### src/rtl/vga_timing_gen.sv
// Free-running VGA raster timing source: cascaded pixel/line counters with registered sync and blanking.
// Optional frame strobe and frame counter ports appear when VGA_FRAME_TICK_EN is defined.
module vga_timing_gen #(
  parameter int H_VISIBLE  = 800,
  parameter int H_SYNC_BEG = 840,
  parameter int H_SYNC_END = 967,
  parameter int H_TOTAL    = 1056,
  parameter int V_VISIBLE  = 600,
  parameter int V_SYNC_BEG = 601,
  parameter int V_SYNC_END = 604,
  parameter int V_TOTAL    = 628
) (
  input  logic        pclk,
  input  logic        reset,
  output logic [10:0] hcount_out,
  output logic        hsync_out,
  output logic        hblnk_out,
  output logic [10:0] vcount_out,
  output logic        vsync_out,
  output logic        vblnk_out
`ifdef VGA_FRAME_TICK_EN
  ,
  output logic        frame_tick,
  output logic [15:0] frame_cnt
`endif
);

  localparam logic [10:0] H_LAST  = 11'(H_TOTAL - 1);
  localparam logic [10:0] V_LAST  = 11'(V_TOTAL - 1);
  localparam logic [10:0] H_VIS   = 11'(H_VISIBLE);
  localparam logic [10:0] H_SBEG  = 11'(H_SYNC_BEG);
  localparam logic [10:0] H_SEND  = 11'(H_SYNC_END);
  localparam logic [10:0] V_VIS   = 11'(V_VISIBLE);
  localparam logic [10:0] V_SBEG  = 11'(V_SYNC_BEG);
  localparam logic [10:0] V_SEND  = 11'(V_SYNC_END);

  logic [10:0] r_hcount;
  logic [10:0] r_vcount;
  logic        r_hsync;
  logic        r_hblnk;
  logic        r_vsync;
  logic        r_vblnk;

  logic [10:0] w_h_next;
  logic [10:0] w_v_next;
  logic        w_h_wrap;

  assign w_h_wrap = (r_hcount == H_LAST);

  // NOTE: always_comb assigns every output unconditionally so no latch can be inferred.
  always_comb begin
    w_h_next = r_hcount + 11'd1;
    w_v_next = r_vcount;
    if (w_h_wrap) begin
      w_h_next = '0;
      w_v_next = (r_vcount == V_LAST) ? '0 : r_vcount + 11'd1;
    end
  end

  // Strobes are decoded from the next counts so they line up with the registered counts.
  // NOTE: sequential state uses non-blocking assignments so all registers update together.
  always_ff @(posedge pclk) begin
    if (reset) begin
      r_hcount <= '0;
      r_vcount <= '0;
      r_hsync  <= 1'b0;
      r_hblnk  <= 1'b0;
      r_vsync  <= 1'b0;
      r_vblnk  <= 1'b0;
    end else begin
      r_hcount <= w_h_next;
      r_vcount <= w_v_next;
      r_hsync  <= (w_h_next >= H_SBEG) && (w_h_next <= H_SEND);
      r_hblnk  <= (w_h_next >= H_VIS);
      r_vsync  <= (w_v_next >= V_SBEG) && (w_v_next <= V_SEND);
      r_vblnk  <= (w_v_next >= V_VIS);
    end
  end

  assign hcount_out = r_hcount;
  assign vcount_out = r_vcount;
  assign hsync_out  = r_hsync;
  assign hblnk_out  = r_hblnk;
  assign vsync_out  = r_vsync;
  assign vblnk_out  = r_vblnk;

`ifdef VGA_FRAME_TICK_EN
  logic        r_frame_tick;
  logic [15:0] r_frame_cnt;
  logic        w_tick_next;

  assign w_tick_next = (w_h_next == '0) && (w_v_next == V_VIS);

  // Counter wraps naturally at 16 bits; it holds between ticks.
  always_ff @(posedge pclk) begin
    if (reset) begin
      r_frame_tick <= 1'b0;
      r_frame_cnt  <= '0;
    end else begin
      r_frame_tick <= w_tick_next;
      if (w_tick_next) r_frame_cnt <= r_frame_cnt + 16'd1;
    end
  end

  assign frame_tick = r_frame_tick;
  assign frame_cnt  = r_frame_cnt;
`endif

endmodule

### config.mk
export PLATFORM = sky130hd
export DESIGN_NAME = vga_timing_gen
export DESIGN_NICKNAME = d
export VERILOG_FILES = /design/src/rtl/vga_timing_gen.sv
export SDC_FILE = /design/constraint.sdc
export NUM_CORES = 1
export LEC_CHECK = 0
export CAP_MARGIN = 40
export CORE_MARGIN = 2
export CORE_UTILIZATION = 50
export DETAILED_ROUTE_END_ITERATION = 10
export PLACE_DENSITY = 0.78
export REMOVE_ABC_BUFFERS = 1
export SLEW_MARGIN = 15
export SYNTH_ARGS = -nofsm -noshare
export SYNTH_HDL_FRONTEND = slang
export SYNTH_SLANG_ARGS = --single-unit
### constraint.sdc
create_clock -name pclk -period 2.5 [get_ports pclk]
set_input_delay 0.5 -clock pclk [delete_from_list [all_inputs] [get_ports pclk]]
set_output_delay 0.5 -clock pclk [all_outputs]
set_load 0.1 [all_outputs]
# --- After elaboration in Yosys (flattened, before gate mapping) ---
# Index checks and enable logic that the tools add are counted.
word_totals:
  regBits: 26
  in_bits: 2
  output_inout_bits: 26
  wordCells: 21
op_classes:
  n_addsub: 2
  order_cmp: 6
  eq_ne: 2
  n_mux: 3
  n_reduce_logical: 2
op_table:
  columns: ["operator", "count"]
  rows:
  - ["11-bit by 10-bit greater-or-equal comparator with 1-bit output, second input constant", 4]
  - ["11-bit 2-to-1 mux", 3]
  - ["11-bit by 1-bit adder with 11-bit output, second input constant", 2]
  - ["11-bit by 10-bit less-or-equal comparator with 1-bit output, second input constant", 2]
  - ["11-bit by 10-bit equality test with 1-bit output, second input constant", 1]
  - ["11-bit equality test, second input constant", 1]
  - ["1-bit logical AND", 2]

# --- Depth between registers and ports, before layout ---
logic_depth:
  depth_word: 5
  depth_mapped: 9

# --- Least setup slack after synthesis ---
# No wires, ideal clock.
synth_path:
  path_type: "register to register"
  startpoint: "reg r_hcount[0], in the netlist hcount_out[0]"
  endpoint: "reg r_vsync, in the netlist vsync_out"
  setup_time_ns: 0.058
  arrival_time_ns: 3.029
  required_time_ns: 2.442
  slack_ns: -0.587
  stages_incl_launch_ff: 10
  n_path_buf: 1
  synth_period_minus_slack_ns: 3.087
  path_cell_list: "dfxtp_1 > ha_1 > and4_1 > nand4_1 > buf_6 > nor3_4 > a21oi_2 > or4_4 > nor4b_2 > o21a_1"
synth_via:
  elab_chain_len: 4
  word_cells_on_any_way: 5
synth_rtl:
  columns: ["element", "line_no", "source"]
  rows:
  - ["start, declared", "37", "logic [10:0] r_hcount;"]
  - ["start signal, assigned", "71", "r_hcount <= w_h_next;"]
  - ["11-bit equality test (*)", "48", "assign w_h_wrap = (r_hcount == H_LAST);"]
  - ["11-bit 2-to-1 mux (*)", "54", "if (w_h_wrap) begin"]
  - ["11-bit by 10-bit greater-or-equal comparator with 1-bit output / 11-bit by 10-bit less-or-equal comparator with 1-bit output (equally long branches)", "75", "r_vsync <= (w_v_next >= V_SBEG) && (w_v_next <= V_SEND);"]
  - ["1-bit logical AND (*)", "75", null]
  - ["end signal, assigned", "75", null]
  - ["end, declared", "41", "logic r_vsync;"]
# Mark *: on every way between the ends. The rest lies on a longest branch, timed or not.
# A chain may end at the register's enable or synchronous reset.

# --- Worst setup path after layout ---
layout_path:
  startpoint: "reg r_hcount[1], in the netlist hcount_out[1]"
  endpoint: "reg r_vsync, in the netlist vsync_out"
# The elaborated chain is that of the path after synthesis.

==> results by stage <==
Worst setup path:
- The maximum fanout count along the critical path is 5.
- The endpoint required time on the critical path is between 2 and 3 ns.
- The beginning of the worst register-to-register path is hcount_out[1].
- The kind of end point of the critical path is a register.
- The first element of the critical path is hcount_out[1].
- For the worst setup path, the data arrival time is roughly 2.6 ns.
- The setup path with the least slack is of type register to register.
- The worst setup path is launched from a register.

Drt:
- The detailed router finished its first iteration with 28 violations.
- The number of nets still failing antenna checks after routing is 0.
- The total wire length is 3180 um.
- The routed length per placed instance is 14.3 um.
- The total number of vias is between 1k and 1.5k.
- The first TritonRoute pass finished after 4 iterations.
- The average via count per standard cell is 5.76.
- For this run, design rule violations remaining after detail routing come to 0.

Logic synthesis:
- The cell taking the most area after synthesis is sky130_fd_sc_hd__dfxtp_1.
- A synthesized cell averages 8.54 um2.
- The synthesized design contains 0 enable-type register cells.
- The share of synthesized area in the top cell type comes to 37.9%.
- For this run, the number of Yosys warnings is 0.
- Summing the sequential cell areas from Yosys gives 37.9% of the chip area.
- Counting flops and latches in the post-synthesis netlist gives 26.
- The synthesized netlist cell count is around 160.
- In the synthesized netlist the dominant register cell turns out to be sky130_fd_sc_hd__dfxtp_1.
- Yosys mapped the design onto 44 distinct sky130hd cell types.
- After synthesis, the cell types taking the most area are sky130_fd_sc_hd__dfxtp_1 (38%), sky130_fd_sc_hd__nor2_1 (6.8%), sky130_fd_sc_hd__xor2_1 (5.7%), sky130_fd_sc_hd__nand3_1 (3.6%), sky130_fd_sc_hd__nand2_1 (3.3%).
- Of all flip-flops after synthesis, the portion carrying an async set or reset was 0%.
- In this run the cell area of the synthesized design comes to 0.00138 mm2.

Die:
- The effective utilization at floorplan is 51.2%.
- The die covers around 0.0032 mm2.
- Row generation in the floorplan step produced 19 rows.
- The number of top-level design ports is 28.
- The area of the core is around 0.0027 mm2.
- The die extent in x is ~56 um.
- The floorplan step set the die height to approximately 56 um.

Timing:
- The shortest period the worst path allows is roughly 2.4 ns.
- The count of final hold-check violations is 0.
- Once routing completed, OpenROAD measured the worst setup slack at 0.144 ns.
- The worst path uses between 90% and 100% of the clock period.
- The upper clock frequency limit is around 420 MHz.
- Across the routed clock network, the largest skew measured is about 0.0043 ns.
- The final max-slew violation count is 0.
- At the pin with the least slew margin, the transition time is ~0.36 ns.
- Setup repair after global routing left no endpoint under its margin.
- The final-report setup violation count is 0.
- The normalized max-slew margin is 76.1%.

Clock network:
- The clock sink total is 26.
- The latest clock arrival within the worst-skew pair is ~0.32 ns.
- The TritonCTS clock tree is yes.
- The H-tree depth is 1.
- The clock slew seen by the registers of the worst setup and hold paths is approximately 0.14 ns.
- The buffer depth of the longest clock path is 2.
- The tree is rooted in a sky130_fd_sc_hd__clkbuf_4.
- The clock buffer count from CTS is 3.

Final layout:
- Of the cells placed in the final design, the portion with a size suffix greater than 1 is between 20% and 30%.
- The final-layout fill cell count is around 250.
- In the final design database the tool counted 197 nets.
- In the layout the commonest cells are sky130_fd_sc_hd__buf_4 (33), sky130_fd_sc_hd__nor2_1 (25), sky130_fd_sc_hd__dfxtp_1 (25).
- Measured on the finished design, the core utilization comes to between 60 and 70%.
- The number of antenna diodes in the final layout is 0.
- Leaving out fill and tap cells, the most frequent cell in the layout is sky130_fd_sc_hd__buf_4.
- Compared with the post-synthesis result, the final layout area differs by 21.8%.

Power and ir drop:
- The power consumption is roughly 0.80 mW.
- The power density normalized to cell area is around 470 mW/mm2.
- IR analysis of the VDD net gives a maximum drop of approximately 480 uV.
- The reported leakage power is around 0.72 nW.

Global routing:
- Entering global routing, the biggest net connects 18 pins.
- The global-route wire length before repair is between 5000 and 6000 um.
- Across every metal layer, demand over resource in global routing totals between 20% and 30%.
- The number of antenna violations at the first check in global routing came to 0.
- The via count of the first global-routing pass is 1,261.
- The total overflow reported by the global router is 0.

Hold path:
- The startpoint identified for the worst hold timing path is hcount_out[0].
- The type of the worst min-delay path is register to register.

Flow run:
- The number of maximum-capacitance violations is 0.

Run status:
- The flow ran to the end, and the final reports show no timing, DRC or antenna violations.

Placed design:
- Detailed placement finished with a half-perimeter wire length of between 2000 and 2500 um.
- The post-place setup slack is about 0.13 ns.
- Routability-driven placement finished with a final weighted congestion of between 0.8 and 0.9.
- The port buffer count is 27.
synthesized netlist by cell type, types with 2 or more instances:
master                      n
sky130_fd_sc_hd__a21oi_1    6
sky130_fd_sc_hd__buf_6      2
sky130_fd_sc_hd__and3_1     6
sky130_fd_sc_hd__nand2_1   12
sky130_fd_sc_hd__nor4_1     2
sky130_fd_sc_hd__o21ai_0    3
sky130_fd_sc_hd__xnor2_1    5
sky130_fd_sc_hd__ha_1       3
sky130_fd_sc_hd__nand2b_1   2
sky130_fd_sc_hd__dfxtp_1   26
sky130_fd_sc_hd__clkbuf_1   3
sky130_fd_sc_hd__nand3_1   10
sky130_fd_sc_hd__a21o_1     2
sky130_fd_sc_hd__nor3_1     5
sky130_fd_sc_hd__mux2i_1    2
sky130_fd_sc_hd__and4_1     3
sky130_fd_sc_hd__xor2_1     9
sky130_fd_sc_hd__inv_1      3
sky130_fd_sc_hd__nor2_1    25
sky130_fd_sc_hd__nor2b_1    2
sky130_fd_sc_hd__nand4_1    7
metrics by stage:
step	instances	hold WS (ns)	cell area [um2]	setup TNS, ns
6_report	222	0.494	1680	0
5_1_grt	222	0.526	1680	0
4_1_cts	222	0.540	1670	0
3_5_place_dp	218	0.496	1620	0
3_3_place_gp	218	0.477	1620	0
2_1_floorplan	153	0.567	1330	-2.28
registers in the layout, summed over array words and instances, names as in the netlist:
| register | cells |
|---|---|
| hblnk_out | 1 |
| vblnk_out | 1 |
| hcount_out | 11 |
| hsync_out | 1 |
| vcount_out | 11 |
| vsync_out | 1 |
worst max-delay path: stages, from the launching register on:
cell and delay [ns]:
sky130_fd_sc_hd__dfxtp_1 0.42, sky130_fd_sc_hd__ha_1 0.19, sky130_fd_sc_hd__and4_1 0.25, sky130_fd_sc_hd__and4_1 0.25, sky130_fd_sc_hd__nand4_1 0.12, sky130_fd_sc_hd__xor2_1 0.18
sky130_fd_sc_hd__or4_4 0.50, sky130_fd_sc_hd__nor4b_2 0.22, sky130_fd_sc_hd__o21a_1 0.16
kinds of logic after synthesis:
group                      share of synthesized area, %
and+or+nand+nor                                    33.6
muxes                                              2.27
DFF                                                37.9
xor gates and xnor gates                           8.92
buffers and inverters                              4.46
adders and majority gates                          2.73
AOI/OAI and AO/OA                                  10.2
cell type report:
class | instances | area [um2] | share of cell area [%]
well taps | 31 | 38.8 | 2.32
inverters | 3 | 11.3 | 0.672
clock buffers | 3 | 22.5 | 1.34
flip-flops and latches | 26 | 522 | 31.1
multi-input cells | 124 | 793 | 47.3
repair buffers | 34 | 258 | 15.4
clock inverters | 1 | 30.0 | 1.79
metal layers:
layer,vias up,GRT usage [%],share of wire (%)
met5,-,0,0
met3,6,2.76,5.0
li1,628,-,-
met1,610,23.7,41
met2,35,38.0,52
met4,0,13.6,2.5
what timing repair did:
item                                   4_1_cts  5_1_grt
setup endpoints to repair                    0        1
gates resized for setup                      0        1
setup buffers                                0        0
endpoints found under the hold margin        0        0
hold buffers                                 0        0
worst paths after layout:
check	cells after the start	slack (ns)	to
setup / recovery	8	0.14	vsync_out
hold / removal	1	0.49	hcount_out[0]
setup reg to reg	8	0.14	vsync_out
hold reg to reg	1	0.49	hcount_out[0]
where the power goes:
group | total, mW | internal (mW) | switching [mW]
Clock | 0.288 | 0.162 | 0.126
Combinational | 0.0784 | 0.0182 | 0.0602
Sequential | 0.429 | 0.420 | 0.00850
No activity file was read; power rests on OpenSTA's default activity.
